--- src/rtl/nibbler_fetch_if.sv ---
// Fetch-stage bus of the 4-bit CPU: run enable, program ROM port, decoder controls/status.
// The master side is the fetch stage; the slave side is the ROM/decoder/ALU environment.
interface nibbler_fetch_if;
  logic        en;
  logic [7:0]  prog_data;
  logic        load_pc;
  logic        inc_pc;
  logic        load_flag;
  logic        c_in;
  logic        z_in;
  logic [11:0] prog_addr;
  logic [3:0]  instr;
  logic [3:0]  operand;
  logic        phase;
  logic        c_flag;
  logic        z_flag;
  logic        halted;

  modport master (
    input  en, prog_data, load_pc, inc_pc, load_flag, c_in, z_in,
    output prog_addr, instr, operand, phase, c_flag, z_flag, halted
  );

  modport slave (
    output en, prog_data, load_pc, inc_pc, load_flag, c_in, z_in,
    input  prog_addr, instr, operand, phase, c_flag, z_flag, halted
  );
endinterface

--- src/rtl/nibbler_fetch.sv ---
// Fetch/sequencer stage: program counter, fetch register, fetch/execute phase,
// C/Z flag register and sticky jump-to-self halt detection.
module nibbler_fetch #(
  parameter logic [11:0] RESET_PC    = 12'h000,
  parameter bit          HALT_DETECT = 1'b1
) (
  input  logic           clk,
  input  logic           reset,
  nibbler_fetch_if.master bus
);

  localparam int unsigned PC_W = 12;
  localparam int unsigned IR_W = 8;

  typedef enum logic {
    FETCH = 1'b0,
    EXEC  = 1'b1
  } phase_t;

  phase_t          state_q, state_d;
  logic [PC_W-1:0] pc_q, pc_d;
  logic [PC_W-1:0] target;
  logic [IR_W-1:0] ir_q, ir_d;
  logic            c_q, c_d, z_q, z_d;
  logic            halt_q, halt_d;

  // Phase state register
  always_ff @(posedge clk or posedge reset) begin
    if (reset) state_q <= FETCH;
    else       state_q <= state_d;
  end

  // Phase toggles on every enabled edge
  always_comb begin
    state_d = state_q;
    if (bus.en) begin
      case (state_q)
        FETCH:   state_d = EXEC;
        default: state_d = FETCH;
      endcase
    end
  end

  // Datapath next values; decoder controls only matter in execute
  always_comb begin
    pc_d   = pc_q;
    ir_d   = ir_q;
    c_d    = c_q;
    z_d    = z_q;
    halt_d = halt_q;
    target = {ir_q[3:0], bus.prog_data};
    if (bus.en) begin
      case (state_q)
        FETCH: begin
          ir_d = bus.prog_data;
          pc_d = pc_q + PC_W'(1);
        end
        default: begin
          if (bus.load_pc) begin
            pc_d = target;
            // pc_q already points past the opcode byte, so self-jump targets pc_q-1
            if (HALT_DETECT && (target == pc_q - PC_W'(1))) halt_d = 1'b1;
          end else if (bus.inc_pc) begin
            pc_d = pc_q + PC_W'(1);
          end
          if (bus.load_flag) begin
            c_d = bus.c_in;
            z_d = bus.z_in;
          end
        end
      endcase
    end
  end

  always_ff @(posedge clk or posedge reset) begin
    if (reset) begin
      pc_q   <= RESET_PC;
      ir_q   <= '0;
      c_q    <= 1'b0;
      z_q    <= 1'b0;
      halt_q <= 1'b0;
    end else begin
      pc_q   <= pc_d;
      ir_q   <= ir_d;
      c_q    <= c_d;
      z_q    <= z_d;
      halt_q <= halt_d;
    end
  end

  assign bus.prog_addr = pc_q;
  assign bus.instr     = ir_q[7:4];
  assign bus.operand   = ir_q[3:0];
  assign bus.phase     = state_q;
  assign bus.c_flag    = c_q;
  assign bus.z_flag    = z_q;
  assign bus.halted    = halt_q;

endmodule

--- src/flat_wrapper.sv ---
// flat-port wrapper written by rule: the top's interface ports become plain ports
module nibbler_fetch_flat 
#(
  parameter logic [11:0] RESET_PC    = 12'h000,
  parameter bit          HALT_DETECT = 1'b1
)
  (clk, reset, bus_en, bus_prog_data, bus_load_pc, bus_inc_pc, bus_load_flag, bus_c_in, bus_z_in, bus_prog_addr, bus_instr, bus_operand, bus_phase, bus_c_flag, bus_z_flag, bus_halted);
  nibbler_fetch_if bus_i ();
  input  logic clk;
  input  logic reset;
  input wire logic [$bits(bus_i.en)-1:0] bus_en;
  input wire logic [$bits(bus_i.prog_data)-1:0] bus_prog_data;
  input wire logic [$bits(bus_i.load_pc)-1:0] bus_load_pc;
  input wire logic [$bits(bus_i.inc_pc)-1:0] bus_inc_pc;
  input wire logic [$bits(bus_i.load_flag)-1:0] bus_load_flag;
  input wire logic [$bits(bus_i.c_in)-1:0] bus_c_in;
  input wire logic [$bits(bus_i.z_in)-1:0] bus_z_in;
  output wire logic [$bits(bus_i.prog_addr)-1:0] bus_prog_addr;
  output wire logic [$bits(bus_i.instr)-1:0] bus_instr;
  output wire logic [$bits(bus_i.operand)-1:0] bus_operand;
  output wire logic [$bits(bus_i.phase)-1:0] bus_phase;
  output wire logic [$bits(bus_i.c_flag)-1:0] bus_c_flag;
  output wire logic [$bits(bus_i.z_flag)-1:0] bus_z_flag;
  output wire logic [$bits(bus_i.halted)-1:0] bus_halted;
  assign bus_i.en = bus_en;
  assign bus_i.prog_data = bus_prog_data;
  assign bus_i.load_pc = bus_load_pc;
  assign bus_i.inc_pc = bus_inc_pc;
  assign bus_i.load_flag = bus_load_flag;
  assign bus_i.c_in = bus_c_in;
  assign bus_i.z_in = bus_z_in;
  assign bus_prog_addr = bus_i.prog_addr;
  assign bus_instr = bus_i.instr;
  assign bus_operand = bus_i.operand;
  assign bus_phase = bus_i.phase;
  assign bus_c_flag = bus_i.c_flag;
  assign bus_z_flag = bus_i.z_flag;
  assign bus_halted = bus_i.halted;
  nibbler_fetch #(.RESET_PC(RESET_PC), .HALT_DETECT(HALT_DETECT)) u_core (.clk(clk), .reset(reset), .bus(bus_i));
endmodule
--- config.mk ---
export PLATFORM = sky130hd
export DESIGN_NAME = nibbler_fetch_flat
export DESIGN_NICKNAME = d
export VERILOG_FILES = /design/src/rtl/nibbler_fetch_if.sv /design/src/rtl/nibbler_fetch.sv /design/src/flat_wrapper.sv
export SDC_FILE = /design/constraint.sdc
export NUM_CORES = 1
export LEC_CHECK = 0
export BUFFER_PORTS_ARGS = -buffer_cell sky130_fd_sc_hd__buf_4
export CAP_MARGIN = 20
export CORE_MARGIN = 5
export CORE_UTILIZATION = 45
export DETAILED_ROUTE_END_ITERATION = 12
export PLACE_DENSITY = 0.69
export SKIP_LAST_GASP = 1
export SLEW_MARGIN = 25
export SYNTH_ARGS = -nofsm -noshare
export SYNTH_HDL_FRONTEND = slang
export SYNTH_SLANG_ARGS = --single-unit
--- constraint.sdc ---
create_clock -name clk -period 2.19 [get_ports clk]
set_input_delay 0.657 -clock clk [delete_from_list [all_inputs] [get_ports clk]]
set_output_delay 0.657 -clock clk [all_outputs]
set_load 0.05 [all_outputs]
; ---- Word level (Yosys, flattened, before mapping)
; Cells that the tools add are included.
[totals]
reg_bits = 24
latchBits = 0
ramBits = 0
mem_bits_ro = 0
in_bits = 16
output_inout_bits = 24
wordCells = 19
n_memories = 0
[op_classes]
add_sub_neg = 2
mul = 0
div_mod_pow = 0
order_cmp = 0
n_eq_ne = 2
shifts = 0
mux = 4
bitwise_logic = 1
n_reduce_logical = 4
[op_table]
columns = operator, n
row1 = $mux 12, 3
row2 = $add 12x1->12 const B, 1
row3 = $eq 12x12->1, 1
row4 = $sub 12x1->12 const B, 1
row5 = $reduce_and 2->1, 2
row6 = $reduce_and 4->1, 1
row7 = $ne 3x3->1 const B, 1
row8 = $reduce_and 3->1, 1
row9 = $mux 1, 1
row10 = $not 1->1, 1

; ---- Logic depth before layout (Yosys ltp)
; Gate-level depths: netlist of run 1.
[logic_depth]
depth_word = 4
mapped_depth = 8
mapped_depth_nobuf = 7

; ---- Worst setup path before layout of run 1
; No wires, ideal clock.
[synth_path]
kind = flip-flop to flip-flop
start = register u_core.pc_q[0] (netlist: u_core.bus.prog_addr[0])
end = register u_core.halt_q (netlist: u_core.bus.halted)
setup_time_ns = 0.069
t_arrival_ns = 2.210
required_time_ns = 2.121
slack_ns = -0.089
stages_incl_launch_ff = 9
n_path_buf = 1
synth_period_minus_slack_ns = 2.279
cell_sequence = dfrtp_1 clkbuf_1 inv_1 ha_1 nor3b_1 nand3_1 xnor2_1 nor4_2 a41o_1
[synth_via]
elab_chain_len = 3
[synth_lines]
columns = item, line_no
row1 = "start, declared", nibbler_fetch.sv:21  ; logic [PC_W-1:0] pc_q, pc_d;
row2 = "start signal, assigned", nibbler_fetch.sv:83  ; pc_q <= pc_d;
row3 = $sub 12x1->12, nibbler_fetch.sv:62  ; if (HALT_DETECT && (target == pc_q - PC_W'(1))) halt_d = 1'b1;
row4 = $eq 12x12->1, nibbler_fetch.sv:62
row5 = $reduce_and 4->1 (no line), -
row6 = "end signal, assigned", nibbler_fetch.sv:87  ; halt_q <= halt_d;
row7 = "end, declared", nibbler_fetch.sv:25  ; logic halt_q, halt_d;
; Every way passes these cells.
; A chain may end at the register's enable or synchronous reset.

; ---- Worst setup path in the final report of run 1
[layout_path]
start = register u_core.pc_q[3] (netlist: u_core.bus.prog_addr[3])
end = register u_core.halt_q (netlist: u_core.bus.halted)
; The elaborated chain is that of the path after synthesis.

==> results of run 1 <==
-- worst min-delay path by stage --
| stage | end | slack (ns) | depth (start not counted) |
|---|---|---|---|
| 2_1_floorplan | u_core.bus.c_flag$_DFFE_PP0P_ | 0.67 | 1 |
| 3_3_place_gp | u_core.bus.halted$_DFFE_PP0P_ | 0.46 | 1 |
| 3_5_place_dp | u_core.ir_q[7]$_DFFE_PP0P_ | 0.46 | 2 |
| 4_1_cts | u_core.ir_q[7]$_DFFE_PP0P_ | 0.38 | 3 |
| 5_1_grt | u_core.bus.prog_addr[5]$_DFFE_PP0P_ | 0.38 | 3 |
| 6_report | u_core.ir_q[7]$_DFFE_PP0P_ | 0.37 | 3 |
-- state kept, by name, summed over array words and instances (netlist names) --
signal / cells
u_core.bus.c_flag: 1
u_core.bus.halted: 1
u_core.bus.z_flag: 1
u_core.bus.phase: 1
u_core.bus.prog_addr: 12
u_core.ir_q: 8
-- metal layers --
layer / wire length [um] / track usage, %
met5: 0 / 0
met4: 21 / 3.688
met3: 178 / 3.188
met2: 1777 / 25.32
met1: 1940 / 23.28
-- synthesized netlist by cell type (2+ instances only) --
cell type and n:
nand4_1 2, ha_1 2, clkbuf_1 8, nor4_1 2, nand3_1 9, xnor2_1 10
o21ai_0 9, o22ai_1 5, inv_1 4, nand2_1 42, o31ai_1 2, nor2_1 16
nor3b_1 2, buf_6 3, a2bb2oi_1 3, and3_1 2, dfrtp_1 24, a21oi_1 20
xor2_1 8, mux2_2 2, nor3_1 2
-- final cells by class --
| class | count | area (um^2) | area share [%] |
|---|---|---|---|
| Multi-Input combinational cell | 154 | 900.9 | 45.63 |
| Clock inverter | 1 | 30.03 | 1.521 |
| Tap cell | 46 | 57.56 | 2.915 |
| Sequential cell | 24 | 603.1 | 30.55 |
| Timing Repair Buffer | 46 | 345.3 | 17.49 |
| Clock buffer | 3 | 22.52 | 1.141 |
| Inverter | 4 | 15.01 | 0.7605 |
-- cells by family (layout without fill, tap and decap cells) --
family,count (synthesis),after routing
xor+xnor,18,18
mux,3,3
compound gates,44,44
buf+inv,17,54
simple gates,87,87
flops,24,24
fa+ha+maj,2,2
-- power by group through the flow --
| stage | Combinational [uW] | Clock (uW) | Sequential (uW) |
|---|---|---|---|
| after floorplan | 977 | 0 | 1600 |
| after global placement | 2200 | 0 | 944 |
| after detailed placement | 2210 | 0 | 950 |
| after CTS | 2220 | 333 | 939 |
| after global routing | 2380 | 357 | 985 |
| final | 2210 | 323 | 942 |
-- layout by cell type, fill, tap and decap left out, drive strengths merged --
master / n
a21oi: 20
a2bb2oi: 3
a31oi: 1
a41o: 1
and2: 1
and3: 2
and4: 1
buf: 46
bufinv: 1
clkbuf: 3
dfrtp: 24
ha: 2
inv: 4
mux2: 2
mux2i: 1
nand2: 42
nand2b: 1
nand3: 9
nand3b: 1
nand4: 2
nor2: 16
nor2b: 1
nor3: 2
nor3b: 2
nor4: 4
nor4b: 1
o211ai: 1
o21ai: 9
o22ai: 5
o31a: 1
o31ai: 2
o32ai: 1
or2: 1
or4: 1
xnor2: 10
xor2: 8
-- tightest hold or removal path, stage by stage --
cell and delay (ns):
buf_4 0.11, inv_1 0.04, buf_4 0.30
-- stage by stage --
step / hold WS (ns) / total power (uW) / setup slack [ns] / area (um^2) / std cells
finish: 0.3734 / 3471 / 0.2325 / 1974 / 278
global route: 0.3769 / 3719 / 0.08796 / 1974 / 278
CTS: 0.3767 / 3492 / 0.2229 / 1974 / 278
detailed placement: 0.4640 / 3161 / 0.2326 / 1922 / 274
global placement: 0.4579 / 3147 / 0.2659 / 1922 / 274
floorplan: 0.6715 / 2576 / 0.02799 / 1595 / 195
==> metrics.yaml, run 1 <==
run_status:
  outcome: "complete, no violations"
timing:
  setup_tns_ns: 0
  max_freq_ghz: 0.5109
  slew-limit-headroom_pct: 59.15
  rsz0062_at_grt: "no"
  tightest_slew_ns: 0.6128
  finClkSkew_ns: 0.01153
  timing.final.crit_share_pct: 89.38
  period_minus_slack_ns: 1.958
  drv_slew: 0
  setup_viol: 0
  hold_viol: 0
worst_setup_path:
  cp_max_fo: 10
  reg2reg_depth: 5
  cp_slowest_stage_delay_ns: 0.59
  critical-path-top-delay-family: "simple AND/OR/NAND/NOR gates"
  cp_data_arrival_time_ns: 2.19
  worstPathRequired_ns: 2.42
  crit_chain: "or4_4 > nor3b_1 > mux2i_1 > nand2_1 > a41o_1"
  path_class: "register to register"
  cp-startpoint: "u_core.bus.prog_addr[3]$_DFFE_PP0P_"
  rrSetupSlack_ns: 0.23
  critPathBufInv: 0
  cp.depth: 5
  r2r_end: "u_core.bus.halted$_DFFE_PP0P_"
  timing.rr.start: "u_core.bus.prog_addr[3]$_DFFE_PP0P_"
  crit_slowest_cell: "or4_4"
  endpoint: "u_core.bus.halted$_DFFE_PP0P_"
  start_kind: "register"
  setup.worst_path.end_class: "register"
synth:
  ys_top_cells_by_area: "dfrtp_1 (38%), nand2_1 (9.9%), a21oi_1 (6.3%)"
  synth_top_area_share_pct: 37.83
  synth_compound_area_share_pct: 16.31
  synth_cell_types: 39
  synth_area_per_cell_um2: 8.142
  synth_top_family_by_area: "simple AND/OR/NAND/NOR gates"
  synth-simple-area-share_pct: 26.56
  synth_top_area_cell: "dfrtp_1"
  synthCells: 195
  synthFlopType: "dfrtp_1"
  synth_edf_count: 0
  netlist_area_um2: 1588
  ys_warn_count: 0
  yosysSeqAreaShare_pct: 37.83
  syn-num-nets: 213
  synthAdderAreaFrac_pct: 1.576
  synth_xor_area_share_pct: 9.929
  synth-seq-cells: 24
  async_reset_ff_share_pct: 100.0
  synth.mux.area_fraction_pct: 2.049
place:
  routabilityCongestion: 0.8303
  port_buffers: 39
  hpwlAfterDp_mm: 2.983
die:
  start_util_pct: 46.84
  die_width_um: 69.40
  std_cell_rows: 21
  die_area_um2: 4816
  die_y_um: 69.40
  core_area_um2: 3390
  io_pins: 40
global_route:
  grt_max_degree: 25
  grt.total_usage_pct: 16.29
  grt_pass1_vias: 1417
  antenna_found_initial: 0
  grt_pass1_wl_mm: 6.644
  grt.overflow.total: 0
clock_network:
  cts-root-buf: "clkbuf_4"
  clockBufferDepth: 2
  cts_post_setup_buffers_inserted: 0
  cts_sinks: 24
  cts_hold_buf: 0
  cts_made_buffers: 3
  clk_transition_reported_paths_ns: 0.14
  cts_max_level: 1
  clk_latency_ns: 0.32
  cts_tree: "done"
  ctsResizeCount: 0
pwr:
  switching_share_pct: 53.93
  comb_power_share_pct: 63.6
  p_switching_uw: 1872
  p_clk_share_pct: 9.3
  leakagePower_uw: 0.0008981
  ir_worst_vdd_mv: 0.9364
  seq_power_share_pct: 27.1
  intPower_uw: 1599
  p_per_area_nw_per_um2: 1758
cells_and_area:
  final_util_pct: 58.25
  drive_gt1_share_pct: 25.86
  synthToLayoutAreaGrowth_pct: 24.35
  diodes: 0
  fill_cells: 313
  layout.nets: 251
drt:
  drtIter0Drc: 82
  post-route-drc-count: 0
  detail-route-antenna-nets: 0
  wl_per_cell_um: 14.09
  firstDrtPassIters: 4
  routed_wl_mm: 3.918
  vias_per_cell: 5.371
  vias: 1493
worst_hold_path:
  hp-class: "primary input to asynchronous set/reset pin"
run:
  maxCapViolations: 0
(Power assumes the default switching activity.)
==> run 2: changes to the inputs <==
CORE_MARGIN = not set   (was 5)
==> metrics.yaml, run 2 (synthesized netlist as in run 1, its figures left out) <==
pwr:
  p_switching_uw: 1877  # +0.24%
  switching_share_pct: 53.99  # about the same
  p_clk_share_pct: 9.6  # +0.3 points
  comb_power_share_pct: 63.5  # about the same
  intPower_uw: 1599  # about the same
  leakagePower_uw: 0.0008981  # unchanged
  seq_power_share_pct: 27.0  # about the same
  ir_worst_vdd_mv: 0.9229  # -1.4%
  p_per_area_nw_per_um2: 1761  # +0.14%
drt:
  wl_per_cell_um: 13.66  # -3.1%
  post-route-drc-count: 0  # unchanged
  vias: 1509  # +1.1%
  detail-route-antenna-nets: 0  # unchanged
  drtIter0Drc: 68  # -17%
  routed_wl_mm: 3.798  # -3.1%
  firstDrtPassIters: 4  # unchanged
  vias_per_cell: 5.428  # +1.1%
cells_and_area:
  fill_cells: 341  # +8.9%
  mostFrequentLayoutCell: "buf_4"
  layout.nets: 251  # unchanged
  diodes: 0  # unchanged
  final_util_pct: 58.71  # +0.46 points
  drive_gt1_share_pct: 25.86  # unchanged
  layout_common_cells: "buf_4 (46), nand2_1 (42), dfrtp_1 (22)"
  synthToLayoutAreaGrowth_pct: 24.35  # unchanged
  final_cell_area_um2: 1974  # unchanged
  largest_reg_flops: 12  # unchanged
worst_setup_path:
  cp_data_arrival_time_ns: 2.22  # +0.03 ns
  path_class: "register to register"
  setup.worst_path.end_class: "register"
  crit_chain: "or4_4 > nor3b_1 > mux2i_1 > nand2_1 > a41o_1"
  critPathBufInv: 0  # unchanged
  cp_max_fo: 10  # unchanged
  reg2reg_depth: 5  # unchanged
  critical-path-top-delay-family: "simple AND/OR/NAND/NOR gates"
  worstPathRequired_ns: 2.43  # about the same
  cp.depth: 5  # unchanged
  crit_slowest_cell: "or4_4"
  cp_slowest_stage_delay_ns: 0.59  # about the same
  start_kind: "register"
die:
  io_pins: 40  # unchanged
  die_area_um2: 3770  # -22%
  std_cell_rows: 21  # unchanged
  start_util_pct: 47.21  # +0.37 points
  core_area_um2: 3363  # -0.78%
  die_width_um: 61.40  # -12%
  die_y_um: 61.40  # -12%
clock_network:
  cts_max_level: 1  # unchanged
  clockBufferDepth: 2  # unchanged
  cts_made_buffers: 3  # unchanged
  cts_tree: "done"
  cts-root-buf: "clkbuf_4"
  cts_post_setup_buffers_inserted: 0  # unchanged
  clk_latency_ns: 0.33  # about the same
  clk_transition_reported_paths_ns: 0.15  # about the same
  cts_hold_buf: 0  # unchanged
  ctsResizeCount: 0  # unchanged
  cts_sinks: 24  # unchanged
timing:
  timing.final.crit_share_pct: 90.66  # +1.3 points
  rsz0062_at_grt: "no"
  slew-limit-headroom_pct: 59.86  # +0.71 points
  tightest_slew_ns: 0.6021  # -0.01062 ns
  max_freq_ghz: 0.5037  # -1.4%
  setup_ws_ns: 0.2046  # -0.02793 ns
  period_minus_slack_ns: 1.985  # +0.02793 ns
  finClkSkew_ns: 0.01113  # -0.0003950 ns
  drv_slew: 0  # unchanged
  setup_viol: 0  # unchanged
  setup_tns_ns: 0  # unchanged
  hold_viol: 0  # unchanged
run_status:
  outcome: "complete, no violations"
place:
  hpwlAfterDp_mm: 2.879  # -3.5%
  routabilityCongestion: 0.9028  # +8.7%
  place_ws_ns: 0.2050  # -0.02760 ns
  dpl_cell_area_um2: 1922  # unchanged
  port_buffers: 39  # unchanged
global_route:
  grt_pass1_wl_mm: 6.127  # -7.8%
  grt_pass1_vias: 1330  # -6.1%
  grt_max_degree: 25  # unchanged
  antenna_found_initial: 0  # unchanged
  grt.total_usage_pct: 22.24  # +5.9 points
  grt.overflow.total: 0  # unchanged
worst_hold_path:
  hp-class: "primary input to asynchronous set/reset pin"
run:
  maxCapViolations: 0  # unchanged
-- run 2: power groups by stage --
stage	registers, uW	clock network [uW]	logic, uW
final	938	332	2210
after global placement	941	0	2200
after floorplan	1600	0	977
after CTS	936	334	2220
after global routing	979	347	2390
after detailed placement	940	0	2210
-- run 2: worst paths after layout --
| check | startpoint | end | slack [ns] |
|---|---|---|---|
| setup / recovery | u_core.bus.prog_addr[3]$_DFFE_PP0P_ | u_core.bus.halted$_DFFE_PP0P_ | 0.20 |
| hold / removal | reset | u_core.ir_q[7]$_DFFE_PP0P_ | 0.35 |
| setup reg to reg | u_core.bus.prog_addr[3]$_DFFE_PP0P_ | u_core.bus.halted$_DFFE_PP0P_ | 0.20 |
| hold reg to reg | u_core.bus.halted$_DFFE_PP0P_ | u_core.bus.halted$_DFFE_PP0P_ | 0.49 |
| max in group asynchronous | reset | u_core.bus.prog_addr[2]$_DFFE_PP0P_ | 1.57 |
| min in group clk | u_core.bus.halted$_DFFE_PP0P_ | u_core.bus.halted$_DFFE_PP0P_ | 0.49 |
-- run 2: area by class of cell --
class                           count  area, um^2  area share, %
Tap cell                           46       57.56          2.915
Sequential cell                    24       603.1          30.55
Clock inverter                      1       30.03          1.521
Inverter                            4       15.01         0.7605
Multi-Input combinational cell    154       900.9          45.63
Timing Repair Buffer               46       345.3          17.49
Clock buffer                        3       22.52          1.141
-- run 2: routing by layer --
layer  track usage (%)  part of all wire [%]
met1             32.63                    47
met2             33.54                    44
met3             3.571                   7.7
met4             7.302                   1.3
met5                 0                     0
-- run 2: worst min-delay path, stage by stage --
cell,delay (ns)
buf_4,0.11
inv_1,0.04
buf_4,0.29
-- run 2: per-stage QoR --
step                hold WS, ns  power [uW]  std cells
floorplan                0.6715        2576        195
global placement         0.4615        3139        274
detailed placement       0.4593        3155        274
CTS                      0.3727        3487        278
global route             0.3872        3717        278
finish                   0.3518        3476        278
==> run 3: changes to the inputs <==
CORE_MARGIN = 2   (was not set)
==> metrics.yaml, run 3 (synthesized netlist as in run 1, its figures left out) <==
run_status:
  outcome: "complete, no violations"
cells_and_area:
  layout.nets: 251  # unchanged
  synthToLayoutAreaGrowth_pct: 24.35  # unchanged
  layout_common_cells: "buf_4 (46), nand2_1 (42), dfrtp_1 (22)"
  diodes: 0  # unchanged
  mostFrequentLayoutCell: "buf_4"
  drive_gt1_share_pct: 25.86  # unchanged
  largest_reg_flops: 12  # unchanged
global_route:
  grt_pass1_wl_mm: 6.637  # +8.3%
  grt.total_usage_pct: 20.75  # -1.5 points
  antenna_found_initial: 0  # unchanged
  grt_max_degree: 25  # unchanged
  grt_pass1_vias: 1428  # +7.4%
  grt.overflow.total: 0  # unchanged
clock_network:
  cts_tree: "done"
  cts-root-buf: "clkbuf_4"
  cts_post_setup_buffers_inserted: 0  # unchanged
  cts_hold_buf: 0  # unchanged
  ctsResizeCount: 0  # unchanged
  clockBufferDepth: 2  # unchanged
  clk_latency_ns: 0.33  # about the same
  cts_max_level: 1  # unchanged
  cts_sinks: 24  # unchanged
  cts_made_buffers: 3  # unchanged
  clk_transition_reported_paths_ns: 0.15  # about the same
drt:
  vias: 1530  # +1.4%
  post-route-drc-count: 0  # unchanged
  detail-route-antenna-nets: 0  # unchanged
  routed_wl_mm: 3.969  # +4.5%
  drtIter0Drc: 72  # +5.9%
  wl_per_cell_um: 14.28  # +4.5%
  firstDrtPassIters: 4  # unchanged
  vias_per_cell: 5.504  # +1.4%
place:
  port_buffers: 39  # unchanged
  hpwlAfterDp_mm: 3.079  # +7.0%
  routabilityCongestion: 0.8959  # -0.76%
die:
  die_width_um: 63.40  # +3.3%
  core_area_um2: 3363  # unchanged
  std_cell_rows: 21  # unchanged
  die_area_um2: 4020  # +6.6%
  die_y_um: 63.40  # +3.3%
  start_util_pct: 47.21  # unchanged
  io_pins: 40  # unchanged
worst_setup_path:
  rrSetupSlack_ns: 0.25  # +0.04 ns
  reg2reg_depth: 5  # unchanged
  worstPathRequired_ns: 2.43  # about the same
  cp_max_fo: 10  # unchanged
  setup.worst_path.end_class: "register"
  path_class: "register to register"
  cp_data_arrival_time_ns: 2.18  # -0.04 ns
  start_kind: "register"
  timing.rr.start: "u_core.bus.prog_addr[3]$_DFFE_PP0P_"
  r2r_end: "u_core.bus.halted$_DFFE_PP0P_"
run:
  maxCapViolations: 0  # unchanged
pwr:
  seq_power_share_pct: 26.8  # -0.2 points
  ir_worst_vdd_mv: 0.7855  # -15%
  comb_power_share_pct: 63.7  # +0.2 points
  switching_share_pct: 54.15  # +0.17 points
  leakagePower_uw: 0.0008981  # unchanged
  intPower_uw: 1600  # about the same
  p_clk_share_pct: 9.4  # -0.2 points
  p_switching_uw: 1890  # +0.73%
  p_per_area_nw_per_um2: 1768  # +0.42%
timing:
  finClkSkew_ns: 0.01717  # +0.006040 ns
  period_minus_slack_ns: 1.942  # -0.04347 ns
  max_freq_ghz: 0.5149  # +2.2%
  holdWs_ns: 0.3545  # +0.002708 ns
  timing.final.crit_share_pct: 88.67  # -2.0 points
  setup_viol: 0  # unchanged
  rsz0062_at_grt: "no"
  slew-limit-headroom_pct: 59.58  # -0.28 points
  hold_viol: 0  # unchanged
  setup_tns_ns: 0  # unchanged
  drv_slew: 0  # unchanged
  tightest_slew_ns: 0.6063  # +0.004180 ns
worst_hold_path:
  hp-class: "primary input to asynchronous set/reset pin"
-- run 3: layout make-up --
type | count | area [um^2]
Tap cell | 46 | 57.56
Clock buffer | 3 | 22.52
Fill cell | 343 | 1389
Multi-Input combinational cell | 154 | 900.9
Inverter | 4 | 15.01
Timing Repair Buffer | 46 | 345.3
Clock inverter | 1 | 30.03
Sequential cell | 24 | 603.1
-- run 3: layer usage --
metal / vias to the layer above / wire [um] / global-route usage [%]
li1: 749 / - / -
met1: 717 / 1802 / 29.22
met2: 59 / 1841 / 33.55
met3: 5 / 285 / 2.679
met4: 0 / 40 / 5.707
met5: - / 0 / 0
-- run 3: metrics by stage --
step | instance area (um^2) | util, % | setup slack [ns] | power, uW | cells
after global placement | 1922 | 57.14 | 0.2517 | 3151 | 274
final | 1974 | 58.71 | 0.2480 | 3491 | 278
after detailed placement | 1922 | 57.14 | 0.2317 | 3176 | 274
after floorplan | 1595 | - | 0.02799 | 2576 | 195
after CTS | 1974 | 58.71 | 0.2189 | 3506 | 278
after global routing | 1974 | 58.71 | 0.1516 | 3717 | 278
-- run 3: power groups by stage --
stage          Combinational, uW  Sequential [uW]  Clock [uW]
3_5_place_dp                2230              943           0
5_1_grt                     2390              976         355
3_3_place_gp                2210              938           0
6_report                    2230              937         329
4_1_cts                     2240              934         335
2_1_floorplan                977             1600           0
-- run 3: how the worst max path moves through the flow --
stage / start / cells after the start / endpoint / slack, ns
after floorplan: u_core.bus.prog_addr[0]$_DFFE_PP0P_ / 7 / u_core.bus.halted$_DFFE_PP0P_ / 0.03
after global placement: u_core.bus.prog_addr[3]$_DFFE_PP0P_ / 5 / u_core.bus.halted$_DFFE_PP0P_ / 0.25
after detailed placement: u_core.bus.prog_addr[3]$_DFFE_PP0P_ / 5 / u_core.bus.halted$_DFFE_PP0P_ / 0.23
after CTS: u_core.bus.prog_addr[3]$_DFFE_PP0P_ / 5 / u_core.bus.halted$_DFFE_PP0P_ / 0.22
after global routing: u_core.bus.prog_addr[3]$_DFFE_PP0P_ / 5 / u_core.bus.halted$_DFFE_PP0P_ / 0.15
final: u_core.bus.prog_addr[3]$_DFFE_PP0P_ / 5 / u_core.bus.halted$_DFFE_PP0P_ / 0.25
-- run 3: worst max-delay path: stages (launching register included) --
cell and delay, ns:
dfrtp_2 0.49, or4_4 0.58, nor3b_1 0.35, mux2i_1 0.22, nand2_1 0.06, a41o_1 0.17
